==> src/rtl/alu_pkg.sv <==
// Shared types and constants for the iterative ALU and its multiply/divide core.
package alu_pkg;

  localparam int DATA_WIDTH = 16;

  localparam logic [3:0] ALU_OP = 4'b0001;

  typedef enum logic [3:0] {
    SUBOP_ADD = 4'h0,
    SUBOP_SUB = 4'h1,
    SUBOP_AND = 4'h2,
    SUBOP_OR  = 4'h3,
    SUBOP_XOR = 4'h4,
    SUBOP_SHL = 4'h5,
    SUBOP_SHR = 4'h6,
    SUBOP_LT  = 4'h7,
    SUBOP_MUL = 4'h8,
    SUBOP_DIV = 4'h9,
    SUBOP_MOD = 4'hA
  } alu_subop_e;

  typedef enum logic [1:0] {
    ST_IDLE = 2'b00,
    ST_EXEC = 2'b01,
    ST_DONE = 2'b10
  } state_e;

endpackage

==> src/rtl/alu_muldiv_core.sv <==
// Iterative shift-add multiplier and restoring divider, one bit per cycle.
// done/result are combinational on the final iteration so the owner can register them.
module alu_muldiv_core
  import alu_pkg::*;
#(
  parameter int DATA_WIDTH = alu_pkg::DATA_WIDTH
) (
  input  logic                  clk,
  input  logic                  reset,
  input  logic                  start,
  input  alu_subop_e            subop,
  input  logic [DATA_WIDTH-1:0] operand_a,
  input  logic [DATA_WIDTH-1:0] operand_b,
  output logic                  done,
  output logic [DATA_WIDTH-1:0] result
);

  localparam int CNT_W = $clog2(DATA_WIDTH);
  localparam logic [CNT_W-1:0] LAST_COUNT = CNT_W'(DATA_WIDTH - 1);

  logic                  active_r;
  logic                  is_mul_r;
  logic                  is_mod_r;
  logic [CNT_W-1:0]      count_r;
  logic [DATA_WIDTH:0]   acc_r;     // product (low bits) or partial remainder
  logic [DATA_WIDTH-1:0] addend_r;  // multiplicand or divisor
  logic [DATA_WIDTH-1:0] shift_r;   // multiplier or dividend/quotient

  logic [DATA_WIDTH-1:0] mul_acc_s;
  logic [DATA_WIDTH:0]   rem_shift_s;
  logic [DATA_WIDTH+1:0] rem_diff_s;
  logic                  q_bit_s;
  logic [DATA_WIDTH:0]   rem_next_s;
  logic [DATA_WIDTH:0]   acc_next_s;
  logic [DATA_WIDTH-1:0] addend_next_s;
  logic [DATA_WIDTH-1:0] shift_next_s;

  // One iteration step for both the multiply and the restoring divide.
  always_comb begin
    mul_acc_s   = shift_r[0] ? (acc_r[DATA_WIDTH-1:0] + addend_r) : acc_r[DATA_WIDTH-1:0];
    rem_shift_s = {acc_r[DATA_WIDTH-1:0], shift_r[DATA_WIDTH-1]};
    rem_diff_s  = {1'b0, rem_shift_s} - {2'b00, addend_r};
    q_bit_s     = ~rem_diff_s[DATA_WIDTH+1];
    rem_next_s  = q_bit_s ? rem_diff_s[DATA_WIDTH:0] : rem_shift_s;
    if (is_mul_r) begin
      acc_next_s    = {1'b0, mul_acc_s};
      addend_next_s = {addend_r[DATA_WIDTH-2:0], 1'b0};
      shift_next_s  = {1'b0, shift_r[DATA_WIDTH-1:1]};
      result        = mul_acc_s;
    end else begin
      acc_next_s    = rem_next_s;
      addend_next_s = addend_r;
      shift_next_s  = {shift_r[DATA_WIDTH-2:0], q_bit_s};
      result        = is_mod_r ? rem_next_s[DATA_WIDTH-1:0] : shift_next_s;
    end
    done = active_r && (count_r == LAST_COUNT);
  end

  // Operand load on start, then one iteration per clock until the last count.
  always_ff @(posedge clk or posedge reset) begin
    if (reset) begin
      active_r <= 1'b0;
      is_mul_r <= 1'b0;
      is_mod_r <= 1'b0;
      count_r  <= {CNT_W{1'b0}};
      acc_r    <= {(DATA_WIDTH+1){1'b0}};
      addend_r <= {DATA_WIDTH{1'b0}};
      shift_r  <= {DATA_WIDTH{1'b0}};
    end else if (start) begin
      active_r <= 1'b1;
      is_mul_r <= (subop == SUBOP_MUL);
      is_mod_r <= (subop == SUBOP_MOD);
      count_r  <= {CNT_W{1'b0}};
      acc_r    <= {(DATA_WIDTH+1){1'b0}};
      addend_r <= operand_b;
      shift_r  <= operand_a;
    end else if (active_r) begin
      active_r <= ~done;
      count_r  <= count_r + {{(CNT_W-1){1'b0}}, 1'b1};
      acc_r    <= acc_next_s;
      addend_r <= addend_next_s;
      shift_r  <= shift_next_s;
    end
  end

endmodule

==> src/rtl/iterative_alu.sv <==
// ALU execution stage: single-cycle ops plus optional iterative MUL/DIV/MOD.
// Optional multiply/divide datapath enabled by defining ITERATIVE_ALU_MULDIV_EN.
module iterative_alu
  import alu_pkg::*;
#(
  parameter int DATA_WIDTH = alu_pkg::DATA_WIDTH
) (
  input  logic                  clk,
  input  logic                  reset,
  input  logic                  start,
  input  logic [15:0]           opcode,
  input  logic [DATA_WIDTH-1:0] operand_a,
  input  logic [DATA_WIDTH-1:0] operand_b,
  output logic                  busy,
  output logic                  done,
  output logic [DATA_WIDTH-1:0] result,
  output logic                  carry,
  output logic                  zero,
  output logic                  div_zero
);

  state_e                state_r;
  logic                  done_r;
  logic [DATA_WIDTH-1:0] result_r;
  logic                  carry_r;
  logic                  zero_r;
  logic                  div_zero_r;

  alu_subop_e            subop_s;
  logic                  accept_s;
  logic [DATA_WIDTH:0]   sum_s;
  logic [DATA_WIDTH:0]   diff_s;
  logic [DATA_WIDTH-1:0] imm_result_s;
  logic                  imm_carry_s;
  logic                  imm_div_zero_s;
  logic                  imm_flagged_s;
  logic                  imm_zero_s;
  logic                  go_exec_s;
  logic                  core_done_s;
  logic [DATA_WIDTH-1:0] core_result_s;
  logic                  unused_opcode_s;

  assign unused_opcode_s = ^opcode[7:0];

  // Accept decode and single-cycle result; reserved sub-ops report no flags at all.
  always_comb begin
    subop_s        = alu_subop_e'(opcode[11:8]);
    accept_s       = start && (opcode[15:12] == ALU_OP) && (state_r != ST_EXEC);
    sum_s          = {1'b0, operand_a} + {1'b0, operand_b};
    diff_s         = {1'b0, operand_a} - {1'b0, operand_b};
    imm_result_s   = {DATA_WIDTH{1'b0}};
    imm_carry_s    = 1'b0;
    imm_div_zero_s = 1'b0;
    imm_flagged_s  = 1'b1;
    go_exec_s      = 1'b0;
    case (subop_s)
      SUBOP_ADD: begin
        imm_result_s = sum_s[DATA_WIDTH-1:0];
        imm_carry_s  = sum_s[DATA_WIDTH];
      end
      SUBOP_SUB: begin
        imm_result_s = diff_s[DATA_WIDTH-1:0];
        imm_carry_s  = diff_s[DATA_WIDTH];
      end
      SUBOP_AND: imm_result_s = operand_a & operand_b;
      SUBOP_OR:  imm_result_s = operand_a | operand_b;
      SUBOP_XOR: imm_result_s = operand_a ^ operand_b;
      SUBOP_SHL: imm_result_s = operand_a << operand_b[3:0];
      SUBOP_SHR: imm_result_s = operand_a >> operand_b[3:0];
      SUBOP_LT:  imm_result_s = {{(DATA_WIDTH-1){1'b0}}, diff_s[DATA_WIDTH]};
`ifdef ITERATIVE_ALU_MULDIV_EN
      SUBOP_MUL: go_exec_s = 1'b1;
      SUBOP_DIV: begin
        if (operand_b == {DATA_WIDTH{1'b0}}) begin
          imm_result_s   = {DATA_WIDTH{1'b1}};
          imm_div_zero_s = 1'b1;
        end else begin
          go_exec_s = 1'b1;
        end
      end
      SUBOP_MOD: begin
        if (operand_b == {DATA_WIDTH{1'b0}}) begin
          imm_result_s   = operand_a;
          imm_div_zero_s = 1'b1;
        end else begin
          go_exec_s = 1'b1;
        end
      end
`endif
      default: imm_flagged_s = 1'b0;
    endcase
    imm_zero_s = imm_flagged_s && (imm_result_s == {DATA_WIDTH{1'b0}});
  end

`ifdef ITERATIVE_ALU_MULDIV_EN
  logic core_start_s;
  logic busy_r;

  assign core_start_s = accept_s && go_exec_s;

  alu_muldiv_core #(
    .DATA_WIDTH (DATA_WIDTH)
  ) u_muldiv (
    .clk       (clk),
    .reset     (reset),
    .start     (core_start_s),
    .subop     (subop_s),
    .operand_a (operand_a),
    .operand_b (operand_b),
    .done      (core_done_s),
    .result    (core_result_s)
  );

  // busy tracks residency in EXEC.
  always_ff @(posedge clk or posedge reset) begin
    if (reset) begin
      busy_r <= 1'b0;
    end else if (core_start_s) begin
      busy_r <= 1'b1;
    end else if (core_done_s) begin
      busy_r <= 1'b0;
    end
  end

  assign busy = busy_r;
`else
  assign core_done_s   = 1'b0;
  assign core_result_s = {DATA_WIDTH{1'b0}};
  assign busy          = 1'b0;
`endif

  // Sequencing FSM with registered result and flags.
  always_ff @(posedge clk or posedge reset) begin
    if (reset) begin
      state_r    <= ST_IDLE;
      done_r     <= 1'b0;
      result_r   <= {DATA_WIDTH{1'b0}};
      carry_r    <= 1'b0;
      zero_r     <= 1'b0;
      div_zero_r <= 1'b0;
    end else begin
      case (state_r)
        ST_IDLE, ST_DONE: begin
          if (accept_s && go_exec_s) begin
            state_r <= ST_EXEC;
            done_r  <= 1'b0;
          end else if (accept_s) begin
            state_r    <= ST_DONE;
            done_r     <= 1'b1;
            result_r   <= imm_result_s;
            carry_r    <= imm_carry_s;
            zero_r     <= imm_zero_s;
            div_zero_r <= imm_div_zero_s;
          end else begin
            state_r <= ST_IDLE;
            done_r  <= 1'b0;
          end
        end
        ST_EXEC: begin
          if (core_done_s) begin
            state_r    <= ST_DONE;
            done_r     <= 1'b1;
            result_r   <= core_result_s;
            carry_r    <= 1'b0;
            zero_r     <= (core_result_s == {DATA_WIDTH{1'b0}});
            div_zero_r <= 1'b0;
          end else begin
            done_r <= 1'b0;
          end
        end
        default: begin
          state_r <= ST_IDLE;
          done_r  <= 1'b0;
        end
      endcase
    end
  end

  assign done     = done_r;
  assign result   = result_r;
  assign carry    = carry_r;
  assign zero     = zero_r;
  assign div_zero = div_zero_r;

endmodule

==> config.mk <==
export PLATFORM = sky130hd
export DESIGN_NAME = iterative_alu
export DESIGN_NICKNAME = d
export VERILOG_FILES = /design/src/rtl/alu_pkg.sv /design/src/rtl/alu_muldiv_core.sv /design/src/rtl/iterative_alu.sv
export SDC_FILE = /design/constraint.sdc
export NUM_CORES = 1
export LEC_CHECK = 0
export CORE_MARGIN = 4
export CORE_UTILIZATION = 30
export CTS_BUF_LIST = sky130_fd_sc_hd__clkbuf_4
export DETAILED_ROUTE_END_ITERATION = 12
export GPL_ROUTABILITY_DRIVEN = 0
export PLACE_DENSITY_LB_ADDON = 0.05
export SETUP_SLACK_MARGIN = 0.4
export SYNTH_ARGS = -nofsm -noshare
export SYNTH_HDL_FRONTEND = slang
export SYNTH_HIERARCHICAL = 1
export SYNTH_SLANG_ARGS = --single-unit
==> constraint.sdc <==
create_clock -name clk -period 1.25 [get_ports clk]
set_clock_uncertainty 0.2 [all_clocks]
set_input_delay 0.25 -clock clk [delete_from_list [all_inputs] [get_ports clk]]
set_output_delay 0.25 -clock clk [all_outputs]
set_load 0.05 [all_outputs]
==> results.sh <==
export IMPL_pwr_share_clk_pct=5.2
export IMPL_final_cell_mix="buf_4 (228), nor2_1 (50), buf_6 (39)"
export IMPL_p_comb_share_pct=78.9
export IMPL_start_kind="input port"
export IMPL_synth_edf_count=0
export IMPL_rsz0062_at_grt="true"
export IMPL_via_count=5948
export IMPL_r2r_slack_ps=110
export IMPL_power_mw=5.87
export IMPL_peakVddDrop_mv=0.397
export IMPL_p_leak_nw=3.86
export IMPL_final_util_pct=61.1
export IMPL_initial_core_util_pct=30.9
export IMPL_r2r_start="result[0]"
export IMPL_port_buffers=61
export IMPL_yosys_warnings=6
export IMPL_diodes=0
export IMPL_maxSlewViolCount=0
export IMPL_avgSynthCellArea_sq_um=7.81
export IMPL_grt_use_total_pct=24.0
export IMPL_dp_hpwl_um=16700
export IMPL_placed_area_sq_um=7330
export IMPL_worstSkewPairLatency_ps=290
export IMPL_grt_antenna_before_repair=0
export IMPL_period_needed_ps=2920
export IMPL_p_int_mw=3.28
export IMPL_route_detailed_drc=0
export IMPL_p_sw_share_pct=44.2
export IMPL_cts_buffers=3
export IMPL_crit_path_max_incr_delay_ps=480
export IMPL_ys_seq_area_share_pct=10.5
export IMPL_clock_fmax_ghz=0.342
export IMPL_ctsHoldBuffers=0
export IMPL_hp_class="in2async"
export IMPL_setup_viol=37
export IMPL_via_per_inst=5.60
export IMPL_final_net_count=984
export IMPL_avgRoutedWirePerCell_um=20.1
export IMPL_grt_pass1_vias=5882
export IMPL_drt_initial_drc_count=476
export IMPL_required_ps=1250
export IMPL_reg2reg_to="result[0]"
export IMPL_tightest_slew_ps=698
export IMPL_cts_tree="yes"
export IMPL_synth_cells=580
export IMPL_rows=44
export IMPL_max_cap_violations=0
export IMPL_grt_overflow=0
export IMPL_p_switching_mw=2.59
export IMPL_htreeDepth=1
export IMPL_die_h_um=131
export IMPL_grt_max_degree=31
export IMPL_p_per_area_nw_per_um2=655
export IMPL_dp_slack_ps=-2570
export IMPL_cts_path_max_buffers=2
export IMPL_synth_cell_types=79
export IMPL_async_flop_share_pct=100
export IMPL_crit_slowest_cell="clkdlybuf4s50_1"
export IMPL_fin_area_sq_um=8950
export IMPL_totalWireLength_um=21300
export IMPL_nFillCells=1274
export IMPL_dieArea_sq_um=17100
export IMPL_io_pins=72
export IMPL_crit_chain="clkdlybuf4s50_1 -> inv_1 -> ha_1 -> a222oi_1 -> buf_4 -> o21a_4 -> o2111ai_4 -> nor4_2 -> nand4_1 -> nor4_2 -> o2111ai_1 -> o41ai_2"
export IMPL_antenna_left=0
export IMPL_area_delta_synth_final_pct=97.6
export IMPL_ys_seq_elements=19
export IMPL_grt_pass1_wl_um=32300
export IMPL_setup_ws_ps=-1670
export IMPL_cts_num_sinks=19
export IMPL_worst_setup_path_end_kind="flop"
export IMPL_rr_worst_depth=4
export IMPL_synthFlopType="dfrtp_1"
export IMPL_arrival_ps=2920
export IMPL_core_area_sq_um=14600
export IMPL_finalCritPeriodShare_pct=234
export IMPL_layout_commonest_cell="buf_4"
export IMPL_violations="setup timing"
export IMPL_drive_above_1_share_pct=63.5
export IMPL_die_w_um=131
export IMPL_clk_pin_slew_worst_paths_ps=110
export IMPL_finalSetupTns_ps=-23090
export IMPL_hold_violations=0
export IMPL_crit_top_cell="nor4_2"
export IMPL_relSlewSlack_pct=53.1
export IMPL_syn_area_sq_um=4530
export IMPL_clockRootBuffer="clkbuf_4"
export IMPL_crit_fanout=2
export IMPL_path_class="in2reg"
export IMPL_drt_pass1_iterations=5
export IMPL_status="finished with violations"
export IMPL_p_seq_share_pct=15.8
==> worst max-delay path by stage <==
stage	start	to	slack (ps)
finish	operand_b[14]	zero	-1670
global route	operand_b[0]	zero	-1850
CTS	operand_b[14]	zero	-1760
detailed placement	operand_a[0]	zero	-2570
global placement	operand_a[0]	zero	-2470
floorplan	operand_b[1]	result[15]	-1660
==> logic make-up after synthesis <==
family,after synthesis,synth area share (%)
DFF,19,10.5
buffers and inverters,93,8.37
xor gates and xnor gates,7,1.35
muxes,49,16.0
AOI/OAI and AO/OA,187,29.6
other,1,0.0828
adders and majority gates,53,15.0
and+or+nand+nor,171,19.1
==> per-stage QoR <==
| stage | hold WS [ps] | std cells |
|---|---|---|
| floorplan | -0.126 | 581 |
| global placement | 322 | 1003 |
| detailed placement | 323 | 1003 |
| CTS | 65.6 | 1032 |
| global route | 85.8 | 1063 |
| finish | 67.2 | 1063 |
==> flip-flops by register name, summed over array words and instances (netlist names) <==
| name | flops |
|---|---|
| zero | 1 |
| result | 16 |
| done | 1 |
| carry | 1 |
==> power by group through the flow <==
stage / logic [mW] / registers, mW / clock network (mW)
after floorplan: 1.45 / 1.34 / 0
after global placement: 3.74 / 0.934 / 0
after detailed placement: 3.77 / 0.945 / 0
after CTS: 4.31 / 0.930 / 0.318
after global routing: 4.88 / 0.950 / 0.342
final: 4.63 / 0.929 / 0.308
==> repair_timing <==
item,CTS,global route
pin swaps,68,54
buffers inserted,24,29
resized for setup,300,87
gates cloned,1,2
endpoints found under the setup margin,38,38
==> layer usage <==
layer  up-vias  GRT usage [%]  share of wire, %
met1      2894           33.7                44
met4         0           4.96               2.1
met2       228           39.9                48
met3        32           2.76               5.7
met5         -              0                 0
li1       2794              -                 -
==> critical path: cells and delay by family <==
kind | cells | cell delay [ps]
buffers and inverters | 3 | 720
adders and majority gates | 1 | 300
and+or+nand+nor | 3 | 660
AOI/OAI and AO/OA | 5 | 980
==> synth_stat cells (all sizes together), types with 14 or more instances <==
cell / n / area [sq um]
mux2: 15 / 169
clkbuf: 28 / 105
dfrtp: 19 / 475
nor2: 59 / 224
mux2i: 17 / 174
inv: 50 / 188
a21oi: 41 / 205
o21ai: 30 / 150
nand2: 31 / 116
mux4: 17 / 383
ha: 51 / 638
buf: 14 / 82.6
==> area by class of cell <==
cell class                 instances  area (sq um)  share of cell area (%)
inverter                          51           238                    2.66
tap                              184           230                    2.57
clock buffer                       3          22.5                   0.252
clock inverter                     1          5.00                  0.0559
multi-input combinational        469          4870                    54.4
sequential                        19           498                    5.56
timing repair buffer             336          3090                    34.5
(Power assumes the default switching activity.)
